$ cat src/rtl/servisia_loader_pkg.sv
// Shared types and defaults for the servisia UART boot loader.
package servisia_loader_pkg;

    typedef enum logic [2:0] {
        IDLE,
        LEN_LO,
        LEN_HI,
        DATA,
        CSUM,
        DONE,
        ERROR
    } loader_state_e;

    localparam logic [7:0]  SYNC_BYTE_DEFAULT    = 8'hA5;
    localparam int unsigned DEFAULT_CLKS_PER_BIT = 87;
    localparam int unsigned LEN_WIDTH            = 16;

endpackage

$ cat src/rtl/servisia_uart_rx.sv
// 8N1 UART receiver: 2-flop synchronizer, mid-bit sampling, stop-bit framing check.
module servisia_uart_rx
    import servisia_loader_pkg::*;
#(
    parameter int unsigned CLKS_PER_BIT = DEFAULT_CLKS_PER_BIT
) (
    input  logic       clk_i,
    input  logic       rst_ni,
    input  logic       rx_i,
    output logic [7:0] rx_data_o,
    output logic       rx_valid_o,
    output logic       rx_ferr_o
);

    localparam int unsigned CNT_W = $clog2(CLKS_PER_BIT);
    localparam logic [CNT_W-1:0] HALF_CNT = CNT_W'(CLKS_PER_BIT / 2 - 1);
    localparam logic [CNT_W-1:0] FULL_CNT = CNT_W'(CLKS_PER_BIT - 1);

    typedef enum logic [1:0] {
        RX_IDLE,
        RX_START,
        RX_DATA,
        RX_STOP
    } rx_state_e;

    rx_state_e        state;
    logic             rx_meta;
    logic             rx_sync;
    logic             rx_prev;
    logic [CNT_W-1:0] cnt;
    logic [2:0]       bit_idx;
    logic [7:0]       shift;

    // Synchronize the line, detect the start edge and shift in bits at bit centres.
    always_ff @(posedge clk_i) begin
        if (!rst_ni) begin
            state      <= RX_IDLE;
            rx_meta    <= 1'b1;
            rx_sync    <= 1'b1;
            rx_prev    <= 1'b1;
            cnt        <= '0;
            bit_idx    <= '0;
            shift      <= '0;
            rx_data_o  <= '0;
            rx_valid_o <= 1'b0;
            rx_ferr_o  <= 1'b0;
        end else begin
            rx_meta    <= rx_i;
            rx_sync    <= rx_meta;
            rx_prev    <= rx_sync;
            rx_valid_o <= 1'b0;
            rx_ferr_o  <= 1'b0;

            case (state)
                RX_IDLE: begin
                    cnt <= '0;
                    if (rx_prev && !rx_sync) begin
                        state <= RX_START;
                    end
                end
                RX_START: begin
                    if (cnt == HALF_CNT) begin
                        cnt     <= '0;
                        bit_idx <= '0;
                        // A start bit that is high again at mid-bit was only a glitch.
                        state   <= rx_sync ? RX_IDLE : RX_DATA;
                    end else begin
                        cnt <= cnt + CNT_W'(1);
                    end
                end
                RX_DATA: begin
                    if (cnt == FULL_CNT) begin
                        cnt     <= '0;
                        shift   <= {rx_sync, shift[7:1]};
                        bit_idx <= bit_idx + 3'd1;
                        if (bit_idx == 3'd7) begin
                            state <= RX_STOP;
                        end
                    end else begin
                        cnt <= cnt + CNT_W'(1);
                    end
                end
                RX_STOP: begin
                    if (cnt == FULL_CNT) begin
                        cnt   <= '0;
                        state <= RX_IDLE;
                        if (rx_sync) begin
                            rx_valid_o <= 1'b1;
                            rx_data_o  <= shift;
                        end else begin
                            rx_ferr_o <= 1'b1;
                        end
                    end else begin
                        cnt <= cnt + CNT_W'(1);
                    end
                end
                default: state <= RX_IDLE;
            endcase
        end
    end

endmodule

$ cat src/rtl/servisia_uart_loader.sv
// Boot loader: parses a framed image from UART, writes it to SRAM from address 0,
// and releases the core reset only once the checksum matches.
module servisia_uart_loader
    import servisia_loader_pkg::*;
#(
    parameter int unsigned CLKS_PER_BIT = DEFAULT_CLKS_PER_BIT,
    parameter int unsigned ADDR_WIDTH   = 14,
    parameter logic [7:0]  SYNC_BYTE    = SYNC_BYTE_DEFAULT
) (
    input  logic                  clk_i,
    input  logic                  rst_ni,
    input  logic                  uart_rx_i,
    output logic [ADDR_WIDTH-1:0] sram_waddr_o,
    output logic [7:0]            sram_wdata_o,
    output logic                  sram_wen_o,
    output logic                  cpu_rst_no,
    output logic                  done_o,
    output logic                  error_o
);

    // Length is 16 bits on the wire; ADDR_WIDTH is expected to be at most 16.
    localparam int unsigned LEN_W1 = LEN_WIDTH + 1;
    localparam logic [LEN_W1-1:0] DEPTH = LEN_W1'(1 << ADDR_WIDTH);

    logic [7:0]           rx_data;
    logic                 rx_valid;
    logic                 rx_ferr;

    loader_state_e        state;
    logic [7:0]           len_lo;
    logic [LEN_WIDTH-1:0] len;
    logic [LEN_WIDTH-1:0] cnt;
    logic [7:0]           sum;

    logic [LEN_WIDTH-1:0] len_full;
    logic [LEN_WIDTH-1:0] cnt_inc;

    assign len_full = {rx_data, len_lo};
    assign cnt_inc  = cnt + LEN_WIDTH'(1);

    servisia_uart_rx #(
        .CLKS_PER_BIT (CLKS_PER_BIT)
    ) u_rx (
        .clk_i      (clk_i),
        .rst_ni     (rst_ni),
        .rx_i       (uart_rx_i),
        .rx_data_o  (rx_data),
        .rx_valid_o (rx_valid),
        .rx_ferr_o  (rx_ferr)
    );

    // Frame FSM with length/address counter, running checksum and registered outputs.
    always_ff @(posedge clk_i) begin
        if (!rst_ni) begin
            state        <= IDLE;
            len_lo       <= '0;
            len          <= '0;
            cnt          <= '0;
            sum          <= '0;
            sram_waddr_o <= '0;
            sram_wdata_o <= '0;
            sram_wen_o   <= 1'b0;
            cpu_rst_no   <= 1'b0;
            done_o       <= 1'b0;
            error_o      <= 1'b0;
        end else begin
            sram_wen_o <= 1'b0;

            case (state)
                IDLE: begin
                    if (rx_valid && rx_data == SYNC_BYTE) begin
                        state <= LEN_LO;
                    end
                end
                LEN_LO: begin
                    if (rx_ferr) begin
                        state   <= ERROR;
                        error_o <= 1'b1;
                    end else if (rx_valid) begin
                        len_lo <= rx_data;
                        state  <= LEN_HI;
                    end
                end
                LEN_HI: begin
                    if (rx_ferr) begin
                        state   <= ERROR;
                        error_o <= 1'b1;
                    end else if (rx_valid) begin
                        len <= len_full;
                        cnt <= '0;
                        sum <= '0;
                        if ({1'b0, len_full} > DEPTH) begin
                            state   <= ERROR;
                            error_o <= 1'b1;
                        end else if (len_full == '0) begin
                            state <= CSUM;
                        end else begin
                            state <= DATA;
                        end
                    end
                end
                DATA: begin
                    if (rx_ferr) begin
                        state   <= ERROR;
                        error_o <= 1'b1;
                    end else if (rx_valid) begin
                        sram_wen_o   <= 1'b1;
                        sram_waddr_o <= cnt[ADDR_WIDTH-1:0];
                        sram_wdata_o <= rx_data;
                        sum          <= sum + rx_data;
                        cnt          <= cnt_inc;
                        if (cnt_inc == len) begin
                            state <= CSUM;
                        end
                    end
                end
                CSUM: begin
                    if (rx_ferr) begin
                        state   <= ERROR;
                        error_o <= 1'b1;
                    end else if (rx_valid) begin
                        if (rx_data == sum) begin
                            state      <= DONE;
                            done_o     <= 1'b1;
                            cpu_rst_no <= 1'b1;
                        end else begin
                            state   <= ERROR;
                            error_o <= 1'b1;
                        end
                    end
                end
                DONE: begin
                    done_o     <= 1'b1;
                    cpu_rst_no <= 1'b1;
                end
                ERROR: begin
                    error_o    <= 1'b1;
                    cpu_rst_no <= 1'b0;
                end
                default: state <= IDLE;
            endcase
        end
    end

endmodule

$ cat config.mk
export PLATFORM = sky130hd
export DESIGN_NAME = servisia_uart_loader
export DESIGN_NICKNAME = d
export VERILOG_FILES = /design/src/rtl/servisia_loader_pkg.sv /design/src/rtl/servisia_uart_rx.sv /design/src/rtl/servisia_uart_loader.sv
export SDC_FILE = /design/constraint.sdc
export NUM_CORES = 1
export LEC_CHECK = 0
export CAP_MARGIN = 0
export CORE_ASPECT_RATIO = 2
export CORE_MARGIN = 5
export CORE_UTILIZATION = 27
export DETAILED_ROUTE_END_ITERATION = 8
export MAX_ROUTING_LAYER = met4
export SYNTH_ARGS = -nofsm -noshare
export SYNTH_HDL_FRONTEND = slang
export SYNTH_SLANG_ARGS = --single-unit
$ cat constraint.sdc
create_clock -name clk_i -period 2.6 [get_ports clk_i]
set_clock_uncertainty 0.1 [all_clocks]
set_input_delay 0.39 -clock clk_i [delete_from_list [all_inputs] [get_ports clk_i]]
set_output_delay 0.39 -clock clk_i [all_outputs]
set_load 0.005 [all_outputs]
==> impl_metrics.tcl <==
set metrics [dict create \
    run_status "completed" \
    gp_congestion 0.9123 \
    required_ns 2.74 \
    cts_sinks 110 \
    arrival_ns 2.64 \
    antenna_cells 0 \
    grt_max_degree 41 \
    die_y_um 206.8 \
    design.core.area_um2 19190 \
    numCtsBuffers 9 \
    power.internal_mw 2.607 \
    cts_setup_buffers 0 \
    synth_top_flop_cell "dfxtp_1" \
    max_slew_margin 0.6781 \
    seq_power_share 0.486 \
    portBuffers 28 \
    syn_nets 654 \
    wl_mm 14.07 \
    clk_pin_slew_ns 0.08 \
    cap_violations 0 \
    grt_usage 0.1348 \
    hpwlAfterDp_mm 10.66 \
    ir_worst_vdd_uv 323.3 \
    pwr-share-clk 0.414 \
    grt_pass1_vias 4515 \
    setup_viol_count_final 0 \
    fin_tns_setup_ns 0 \
    antenna_found_initial 0 \
    syn_area_um2 5229 \
    fmax_ghz 0.3998 \
    finalNetCount 691 \
    crit_type "register to register" \
    die_w_um 108.4 \
    cp-start-kind "register" \
    endpoint_kind "register" \
    drtAntennaViolNets 0 \
    clkLatencyLatePin_ns 0.37 \
    fin_ws_ns 0.09878 \
    synth.distinct_cells 57 \
    synth-edff-count 0 \
    synth_area_per_cell_um2 8.247 \
    via_per_inst 4.827 \
    r2r_slack_ns 0.1 \
    fin_util 0.3248 \
    htree_levels 3 \
    vias 4513 \
    post-route-drc-count 0 \
    leakagePower_nw 2.316 \
    area_growth_pct 19.19 \
    drive_gt1_frac 0.1050 \
    yosys_register_bits 110 \
    initialDrtViolationCount 184 \
    wl_per_cell_um 15.05 \
    drt_first_pass_iters 4 \
    switching_share 0.2643 \
    finalCritPeriodShare 0.9620 \
    multi_input_area_um2 2779 \
    start_util 0.2725 \
    p_comb_frac 0.100 \
    cts_root_buf "clkbuf_16" \
    fill_cells 2014 \
    cts_buffer_depth 2 \
    hold_buffers 0 \
    cts_tree "yes" \
    hold_path_class "register to register" \
    power_density_nw_per_um2 568.4 \
    grt_pass1_wl_mm 22.65 \
    seqCellArea_um2 2202 \
    switching_power_mw 0.9362 \
    dp_slack_ns 0.05337 \
    ys_warn_count 0 \
    finalCriticalPeriod_ns 2.501 \
    async_flop_share 0 \
    slew_violations 0 \
    grt-ovfl-total 0 \
    synth_cells 634 \
    dieArea_um2 22420 \
    hold_ws_ns 0.3111 \
    finalHoldViolCount 0 \
    rows 72 \
    path_max_fanout 8 \
    seq_area_frac_synth 0.4212 \
    rsz0062_at_grt "no" \
    io_pins 29 \
    worstMarginPinSlew_ns 0.4829 \
]
[power by group through the flow]
| stage | sequential [mW] | combinational, mW | clock (mW) |
|---|---|---|---|
| finish | 1.72 | 0.354 | 1.47 |
| global route | 1.73 | 0.383 | 1.58 |
| CTS | 1.72 | 0.349 | 1.50 |
| detailed placement | 1.76 | 0.347 | 0 |
| global placement | 1.76 | 0.348 | 0 |
| floorplan | 1.76 | 0.221 | 0 |
[final timing paths]
| kind | startpoint | end | cells after the start |
|---|---|---|---|
| worst max register to register | cnt[0] | state[0] | 8 |
| worst min-delay path | u_rx.rx_meta | u_rx.rx_sync | 1 |
| worst max-delay path | cnt[0] | state[0] | 8 |
| worst min register to register | u_rx.rx_meta | u_rx.rx_sync | 1 |
[kinds of logic (layout without fill, tap and decap cells)]
| group | Yosys count | after routing | share of synthesized area |
|---|---|---|---|
| adders and majority gates | 17 | 17 | 0.04212 |
| DFF | 110 | 110 | 0.4212 |
| AOI/OAI and AO/OA | 157 | 157 | 0.1737 |
| muxes | 17 | 17 | 0.03254 |
| buffers and inverters | 52 | 94 | 0.05025 |
| xor gates and xnor gates | 36 | 36 | 0.06030 |
| and+or+nand+nor | 245 | 245 | 0.2199 |
[per-layer routing]
layer	part of all wire	global-route usage	vias to the layer above	wire (um)
met5	0	-	-	0
li1	-	-	2265	-
met1	0.35	0.1212	2133	4956
met3	0.023	0.02179	39	323
met4	0.053	0.08578	0	739
met2	0.57	0.2549	76	8051
[cell usage after synthesis (2+ instances only)]
cell / instances / area [um^2]
nor2_2: 2 / 12.51
o31ai_1: 8 / 60.06
nor2_1: 54 / 202.7
o21ai_0: 45 / 225.2
a22o_1: 4 / 35.03
nand4_1: 3 / 18.77
nand2_1: 114 / 427.9
nand3_1: 19 / 95.09
ha_1: 16 / 200.2
nand2b_1: 4 / 25.02
dfxtp_1: 110 / 2202
nand3b_1: 2 / 15.01
nor4_1: 5 / 31.28
mux2i_1: 17 / 170.2
a41oi_1: 2 / 17.52
inv_1: 10 / 37.54
buf_6: 5 / 56.30
nand4b_1: 3 / 26.28
buf_4: 6 / 45.04
or3_1: 4 / 25.02
nor3_1: 12 / 60.06
clkbuf_1: 24 / 90.09
o211ai_1: 2 / 15.01
a22oi_1: 3 / 22.52
o41ai_1: 2 / 17.52
a21o_1: 8 / 60.06
xnor2_1: 23 / 201.4
nor3_2: 2 / 20.02
nor3b_1: 2 / 15.01
a31oi_1: 2 / 12.51
or2_2: 2 / 12.51
a21oi_1: 72 / 360.4
xor2_1: 13 / 113.9
a211oi_1: 2 / 15.01
buf_2: 6 / 30.03
and3_1: 5 / 31.28
[what timing repair did]
action	CTS	global route
endpoints found under the setup margin	0	3
endpoints found under the hold margin	0	0
resized for setup	0	1
[registers in the layout (all words and copies together), names as in the netlist, named ones only]
| register | cells |
|---|---|
| u_rx.rx_ferr_o | 1 |
| cnt | 16 |
| u_rx.rx_prev | 1 |
| cpu_rst_no | 1 |
| sram_wen_o | 1 |
| error_o | 1 |
| sum | 8 |
| u_rx.rx_meta | 1 |
| state | 3 |
| len_lo | 8 |
| u_rx.rx_data_o | 8 |
| u_rx.shift | 8 |
| sram_waddr_o | 14 |
| u_rx.cnt | 7 |
| sram_wdata_o | 8 |
| u_rx.rx_sync | 1 |
| u_rx.rx_valid_o | 1 |
| u_rx.bit_idx | 3 |
| done_o | 1 |
| len | 16 |
| u_rx.state | 1 |
[critical path, stage by stage, from the launching register on]
cell and delay (ns):
dfxtp_1 0.34, ha_1 0.23, nand3_2 0.20, or4_4 0.61, xnor2_1 0.15, nor3_1 0.18, nor3_2 0.09, nor4_4 0.36
a211oi_1 0.12
[stage by stage]
stage | instances | area [um^2] | power [mW]
6_report | 935 | 6232 | 3.543
5_1_grt | 935 | 6232 | 3.689
4_1_cts | 935 | 6223 | 3.574
3_5_place_dp | 919 | 5911 | 2.110
3_3_place_gp | 919 | 5911 | 2.108
2_1_floorplan | 634 | 5229 | 1.984
[cell type report]
cell class | count | share of cell area
Clock buffer | 9 | 0.03614
Multi-Input combinational cell | 472 | 0.4459
Sequential cell | 110 | 0.3533
Timing Repair Buffer | 67 | 0.09195
Inverter | 11 | 0.006625
Tap cell | 259 | 0.05200
Clock inverter | 7 | 0.01405
[placed cells by master (no fill, tap or decap), drive strengths merged, types with 2 or more instances in the layout]
master         netlist  layout
a21oi               72      72
nand3b               2       2
a22oi                3       3
nand3               20      20
o41ai                2       2
o21ai               45      45
a41oi                2       2
a22o                 4       4
clkinvlp             0       2
o31ai                8       8
nor3b                3       3
a21o                 8       8
nor2                56      56
nand2b               4       4
clkdlybuf4s50        0      28
a211oi               2       2
nand2              114     114
a31oi                2       2
mux2i               17      17
dfxtp              110     110
nand4b               3       3
o211ai               3       3
xor2                13      13
nand4                5       5
clkbuf              24       9
inv                 10      14
nor4                 6       6
and3                 5       5
buf                 17      39
xnor2               23      23
ha                  16      16
nor3                14      14
or2                  3       3
or3                  4       4
Note: power is estimated with default switching activity, not from simulation.
